===== config.mk =====
export PLATFORM = sky130hd
export DESIGN_NAME = updown_counter
export DESIGN_NICKNAME = d
export VERILOG_FILES = /design/src/rtl/updown_counter.sv
export SDC_FILE = /design/constraint.sdc
export NUM_CORES = 1
export LEC_CHECK = 0
export ABC_AREA = 1
export CAP_MARGIN = 20
export CORE_ASPECT_RATIO = 1.75
export CORE_MARGIN = 2
export CORE_UTILIZATION = 40
export DETAILED_ROUTE_END_ITERATION = 6
export GPL_TIMING_DRIVEN = 0
export PLACE_DENSITY_LB_ADDON = 0.2
export SETUP_SLACK_MARGIN = 0.5
export SLEW_MARGIN = 0
export SYNTH_ARGS = -nofsm -noshare
export SYNTH_HDL_FRONTEND = slang
export SYNTH_SLANG_ARGS = --single-unit

===== constraint.sdc =====
create_clock -name clk -period 2.6 [get_ports clk]
set_input_delay 0.78 -clock clk [delete_from_list [all_inputs] [get_ports clk]]
set_output_delay 0.78 -clock clk [all_outputs]
set_load 0.02 [all_outputs]

===== src/rtl/updown_counter.sv =====
// Up/down counter with runtime upper bound, saturate-or-wrap mode, load and bound/wrap flags.
// Optional sticky overflow flag enabled by defining UPDOWN_COUNTER_STICKY_EN.
module updown_counter #(
  parameter int unsigned WIDTH = 4,
  parameter int unsigned STEP  = 1
) (
  input  logic             clk,
  input  logic             reset,
  input  logic             en,
  input  logic             up,
  input  logic             satEn,
  input  logic [WIDTH-1:0] limit,
  input  logic             load,
  input  logic [WIDTH-1:0] load_data,
  output logic [WIDTH-1:0] output_data,
  output logic             tc,
  output logic             at_bound,
  output logic             ovf_sticky
);

  localparam logic [WIDTH:0] STEP_X = (WIDTH+1)'(STEP);
  localparam logic [WIDTH:0] ONE_X  = (WIDTH+1)'(1);

  logic [WIDTH-1:0] r_q;
  logic             r_tc;
  logic             r_at_bound;

  logic [WIDTH:0]   w_q_x;
  logic [WIDTH:0]   w_lim_x;
  logic [WIDTH:0]   w_sum;
  logic [WIDTH:0]   w_wrap_up;
  logic [WIDTH:0]   w_diff;
  logic [WIDTH:0]   w_dn_base;
  logic [WIDTH:0]   w_wrap_dn;
  logic [WIDTH-1:0] w_q_nxt;
  logic             w_tc_nxt;
  logic             w_bound_nxt;
  logic             w_clamp;

  always_comb begin
    w_q_x       = {1'b0, r_q};
    w_lim_x     = {1'b0, limit};
    w_sum       = w_q_x + STEP_X;
    w_wrap_up   = w_sum - w_lim_x - ONE_X;
    w_diff      = w_q_x - STEP_X;
    w_dn_base   = w_lim_x + ONE_X + w_q_x;
    w_wrap_dn   = w_dn_base - STEP_X;
    w_q_nxt     = r_q;
    w_tc_nxt    = 1'b0;
    w_bound_nxt = r_at_bound;
    w_clamp     = 1'b0;

    if (load) begin
      w_q_nxt     = (load_data > limit) ? limit : load_data;
      w_bound_nxt = 1'b0;
    end else if (en) begin
      if (up) begin
        if (w_q_x > w_lim_x) begin
          // Count already above a lowered limit: treat as out of range.
          if (satEn) begin
            w_q_nxt = limit;
            w_clamp = 1'b1;
          end else begin
            w_q_nxt  = '0;
            w_tc_nxt = 1'b1;
          end
        end else if (w_sum <= w_lim_x) begin
          w_q_nxt = w_sum[WIDTH-1:0];
        end else if (satEn) begin
          w_q_nxt = limit;
          w_clamp = 1'b1;
        end else begin
          // A step larger than the whole range folds to 0 rather than leaving the range.
          w_q_nxt  = (w_wrap_up > w_lim_x) ? '0 : w_wrap_up[WIDTH-1:0];
          w_tc_nxt = 1'b1;
        end
      end else begin
        if (w_q_x >= STEP_X) begin
          w_q_nxt = w_diff[WIDTH-1:0];
        end else if (satEn) begin
          w_q_nxt = '0;
          w_clamp = 1'b1;
        end else begin
          w_q_nxt  = (w_dn_base < STEP_X) ? '0 : w_wrap_dn[WIDTH-1:0];
          w_tc_nxt = 1'b1;
        end
      end
      w_bound_nxt = w_clamp;
    end
  end

  always_ff @(posedge clk or posedge reset) begin
    if (reset) begin
      r_q        <= '0;
      r_tc       <= 1'b0;
      r_at_bound <= 1'b0;
    end else begin
      r_q        <= w_q_nxt;
      r_tc       <= w_tc_nxt;
      r_at_bound <= w_bound_nxt;
    end
  end

`ifdef UPDOWN_COUNTER_STICKY_EN
  logic r_sticky;

  always_ff @(posedge clk or posedge reset) begin
    if (reset) begin
      r_sticky <= 1'b0;
    end else if (load) begin
      r_sticky <= 1'b0;
    end else if (w_tc_nxt || w_clamp) begin
      r_sticky <= 1'b1;
    end
  end

  assign ovf_sticky = r_sticky;
`else
  assign ovf_sticky = 1'b0;
`endif

  assign output_data = r_q;
  assign tc          = r_tc;
  assign at_bound    = r_at_bound;

endmodule


## Word level (Yosys, flattened, before mapping)

Cells that the tools add are included.

- Bits in registers: 6
- Word-level logic and storage cells: 43
- Input bits: 14

- Muxes and demuxes: 26
- Order comparisons: 6
- Reductions and logical operators: 1
- Add/subtract/negate cells: 7

Operators with widths:

| operator | number |
|---|---|
| two-way mux 4 bit | 12 |
| two-way mux 1 bit | 14 |
| adder 4 x 1 -> 5 bit (second input constant) | 2 |
| greater-than comparator 4 bit | 2 |
| subtractor 4 x 1 -> 4 bit (second input constant) | 2 |
| adder 5 x 4 -> 5 bit | 1 |
| greater-than comparator 5 x 4 -> 1 bit | 1 |
| <= comparator 5 x 4 -> 1 bit | 1 |
| less-than comparator 5 x 1 -> 1 bit (second input constant) | 1 |
| subtractor 5 x 1 -> 5 bit (second input constant) | 1 |
| subtractor 5 x 4 -> 5 bit | 1 |
| greater-or-equal comparator 4 x 1 -> 1 bit (second input constant) | 1 |
| nonzero test 2 bit | 1 |

## Longest topological paths before layout

- Depth in word-level cells: 11
- Gate-level depth with buffers: 19
- Gate-level depth less buffers: 19

## Worst setup path after synthesis

No wires, ideal clock.

- Path type: register -> register
- Start point: reg r_q[0] (netlist: output_data[0])
- End point: reg r_q[3] (netlist: output_data[3])
- Arrival: 2803 ps
- Path slack: -276 ps
- Buffers on the path: 0
- Cell stages (with the launch flop): 19
- Setup time: 73 ps
- Cell sequence: dfrtp_1 > ha_1 > xor2_1 > ha_1 > a21oi_1 > o21ai_0 > xor2_1 > ha_1 > nand3_1 > nand3b_1 > nand2_1 > nand2_1 > nor2_2 > nand2_1 > nand2_1 > nand2_1 > nand2_1 > nand2_1 > a21oi_2

- Cells in the longest elaborated chain, start to end: 11
- Elaborated cells on any way between the ends: 21
- Classes of those cells: 6 x add/sub; 5 x order compare; 10 x mux

Ends and longest elaborated chain:

| item | line | text |
|---|---|---|
| from (decl) | 24 | `logic [WIDTH-1:0] r_q;` |
| from (signal assigned) | 98 | `r_q <= w_q_nxt;` |
| adder 4 x 1 -> 5 bit | 43 | `w_sum = w_q_x + STEP_X;` |
| subtractor 5 x 4 -> 5 bit | 44 | `w_wrap_up = w_sum - w_lim_x - ONE_X;` |
| subtractor 5 x 1 -> 5 bit | 44 |  |
| greater-than comparator 5 x 4 -> 1 bit | 74 | `w_q_nxt = (w_wrap_up > w_lim_x) ? '0 : w_wrap_up[WIDTH-1:0];` |
| two-way mux 4 bit | 74 |  |
| two-way mux 4 bit | 69 | `end else if (satEn) begin` |
| two-way mux 4 bit | 67 | `end else if (w_sum <= w_lim_x) begin` |
| two-way mux 4 bit | 58 | `if (w_q_x > w_lim_x) begin` |
| two-way mux 4 bit (*) | 57 | `if (up) begin` |
| two-way mux 4 bit (*) | 56 | `end else if (en) begin` |
| two-way mux 4 bit (*) | 53 | `if (load) begin` |

Every way passes the cells marked *; elsewhere a longest branch is shown, timed or not. The select of a mux whose other input is x is not followed.
A chain may end at the register's enable or synchronous reset.

## Final worst setup path

- Start point: in limit[1]
- End point: reg r_q[3] (netlist: output_data[3])

- Cells in the longest elaborated chain, start to end: 10
- Elaborated cells on any way between the ends: 21
- Classes of those cells: 5 x add/sub; 5 x order compare; 11 x mux

Ends and longest elaborated chain:

| item | line | text |
|---|---|---|
| from (decl) | 12 | `input logic [WIDTH-1:0] limit,` |
| subtractor 5 x 4 -> 5 bit | 44 |  |
| subtractor 5 x 1 -> 5 bit | 44 |  |
| greater-than comparator 5 x 4 -> 1 bit | 74 |  |
| two-way mux 4 bit | 74 |  |
| two-way mux 4 bit | 69 |  |
| two-way mux 4 bit | 67 |  |
| two-way mux 4 bit | 58 |  |
| two-way mux 4 bit | 57 |  |
| two-way mux 4 bit | 56 |  |
| two-way mux 4 bit (*) | 53 |  |

Marks and branches as above.

==> metrics.yaml <==
timing:
  hold_viol_final: 0
  grt_setup_unrepaired: "yes"
  report.final.slew_viol_count: 0
  clock_skew_ns: 0.00236
  max_freq_mhz: 350
  fin_ws_ns: -0.260
  fin_crit_sh_pct: 110
  setup_violations: 4
  timing.final.crit_period_ns: 2.86
synth:
  yosys.area_share.simple_pct: 38.5
  netlist_top_cells_area: "nand2_1 (21%), ha_1 (20%), inv_1 (11%)"
  syn_nets: 278
  synth_adder_area_share_pct: 22.7
  yosys.area.top_type_share_pct: 20.8
  synth_largest_area_cell: "nand2_1"
  synth_compound_area_share_pct: 11.0
  synthCells: 239
  synth.area.mux_share_pct: 0
  yosys_warnings: 0
  synth_cell_type_count: 29
  ys_seq_area_share_pct: 10.4
  synth_top_family_by_area: "simple AND/OR/NAND/NOR gates"
  syn_area_um2: 1450
  yosys_register_bits: 6
  synthXorXnorAreaFrac_pct: 3.64
  avgSynthCellArea_um2: 6.05
global_routing:
  grt_first_pass_wirelength_mm: 6.33
  grt_max_degree: 10
  antenna_found_initial: 0
  grtUsageTotal_pct: 19.6
  first_global_vias: 1446
  globalRoute.totalOverflow: 0
finish:
  final_cells: 327
  drive_gt1_share_pct: 27.7
  diodes: 0
  final_cell_mix: "nand2_1 (75), inv_1 (34), buf_4 (21)"
  multiInputGateArea_um2: 1320
  regArea_um2: 155
  final_nets: 322
  fillers: 348
  synthToLayoutAreaGrowth_pct: 47.0
  final_common_cell: "nand2_1"
floorplan:
  start_util_pct: 42.1
  die_area_um2: 4130
  core_area_um2: 3430
  io_pins: 21
  rows: 28
  fp.dieH_um: 83.5
  die_w_um: 49.4
pwr:
  irDropWorstVdd_mv: 0.507
  pwr-share-clk_pct: 7.1
  powerDensity_nw_per_um2: 947
  intPower_mw: 1.02
  swShare_pct: 49.2
  comb_power_share_pct: 84.5
  finalPower_mw: 2.01
  switching_power_mw: 0.989
  static-leakage-power_nw: 1.09
  seqPwrFrac_pct: 8.4
placement:
  dpl_worst_slack_ns: -1.10
  place.port_buffers: 18
  gp_congestion: 0.909
  dpl.hpwl_mm: 3.16
  dpl.cell_count: 302
critical_path:
  regToRegSetupSlack_ns: -0.26
  setup.worst_path.start: "limit[1]"
  crit_path_end_kind: "flop"
  rr_worst_depth: 18
  path_class: "input port to flop"
  crit_required_ns: 2.74
  path_max_fanout: 4
  cp.arrival_ns: 3.00
  reg2reg_to: "output_data[3]"
  crit_end: "output_data[3]"
  rr_startpoint: "output_data[1]"
  start_kind: "input port"
flow_run:
  cap_violations: 0
routing:
  ant_nets: 0
  routed_wl_mm: 4.19
  first_pass_iters: 4
  avgRoutedWirePerCell_um: 12.8
  drt_iter0_markers: 39
  via_per_inst: 4.92
  drcViolationCount: 0
  route.vias.total: 1608
clock_network:
  cts_root_buf: "clkbuf_8"
  path_clk_slew_ns: 0.03
  numCtsBuffers: 3
  clk_latency_ns: 0.22
  cts_tree: "built"
  cts_sinks: 6
  htreeDepth: 1
  clockBufferDepth: 2
status:
  violations: "negative setup slack"
  status: "finished, violations left"
hold_path:
  min_path_type: "flop to flop"
[registers in the layout, indices dropped and copies added (netlist names)]
name,flops
tc,1
at_bound,1
output_data,4
[power by group through the flow]
| stage | Combinational (mW) | Sequential [mW] | Clock, mW |
|---|---|---|---|
| final | 1.70 | 0.168 | 0.143 |
| after global routing | 1.88 | 0.172 | 0.154 |
| after CTS | 1.43 | 0.164 | 0.148 |
| after detailed placement | 1.25 | 0.170 | 0 |
| after global placement | 1.24 | 0.171 | 0 |
| after floorplan | 0.951 | 0.177 | 0 |
[final cells by class]
type	instances	area share, %
Multi-Input combinational cell	186	62.1
Buffer	3	1.41
Sequential cell	6	7.30
Clock buffer	4	2.12
Tap cell	45	2.65
Inverter	44	8.36
Timing Repair Buffer	39	16.0
[synthesized netlist by cell type, drive strengths merged]
master	instances
and2	1
conb	1
o21ai	8
o21a	1
clkinv	2
dfrtp	6
nor2	16
inv	42
a21oi	16
buf	3
nor3	2
or2	1
xnor2	1
nand3	15
nand2	83
ha	23
o21bai	1
fa	2
nand3b	3
xor2	5
nand4	6
o2111ai	1
[through the flow]
step	hold slack (ns)	setup TNS, ns	util [%]	area (um^2)
finish	0.492	-0.915	61.9	2120
global route	0.543	-1.79	61.9	2120
CTS	0.497	-0.888	56.3	1930
detailed placement	0.485	-5.00	51.1	1750
global placement	0.485	-4.94	51.1	1750
floorplan	0.571	-0.242	-	1520
[how the worst min path moves through the flow]
stage          startpoint        to  slack (ns)  cells past startpoint
6_report         at_bound  at_bound        0.49                      2
5_1_grt          at_bound  at_bound        0.54                      2
4_1_cts          at_bound  at_bound        0.50                      2
3_5_place_dp     at_bound  at_bound        0.48                      2
3_3_place_gp     at_bound  at_bound        0.49                      2
2_1_floorplan       reset  at_bound        0.57                      1
[kinds of logic after synthesis]
kind of cell,count (synthesis)
other cells,1
compound gates,27
fa+ha+maj,25
simple gates,127
xor+xnor,6
flops,6
buf+inv,47
[per-layer routing]
layer	track usage, %	share of wire, %	vias up
met1	21.3	38	730
met2	38.1	56	33
li1	-	-	834
met3	1.61	2.3	11
met5	0	0	-
met4	6.31	3.2	0
[timing repair]
item	4_1_cts	5_1_grt
hold buffers	0	0
endpoints found under the setup margin	8	6
gates resized for setup	30	25
cloned	0	0
pin swaps	12	25
setup buffers	12	9
[worst max-delay path: stages]
cell        delay [ns]
buf_4             0.11
clkinvlp_4        0.16
fa_2              0.45
xnor2_2           0.19
inv_1             0.09
ha_4              0.28
nand3_1           0.07
nand3b_1          0.17
nand2_2           0.09
nand2_2           0.07
nor2_4            0.11
nand2_1           0.05
nand2_1           0.05
nand2_1           0.06
nand2_1           0.09
nand2_2           0.06
a21oi_2           0.13
Note: power is estimated with default switching activity, not from simulation.
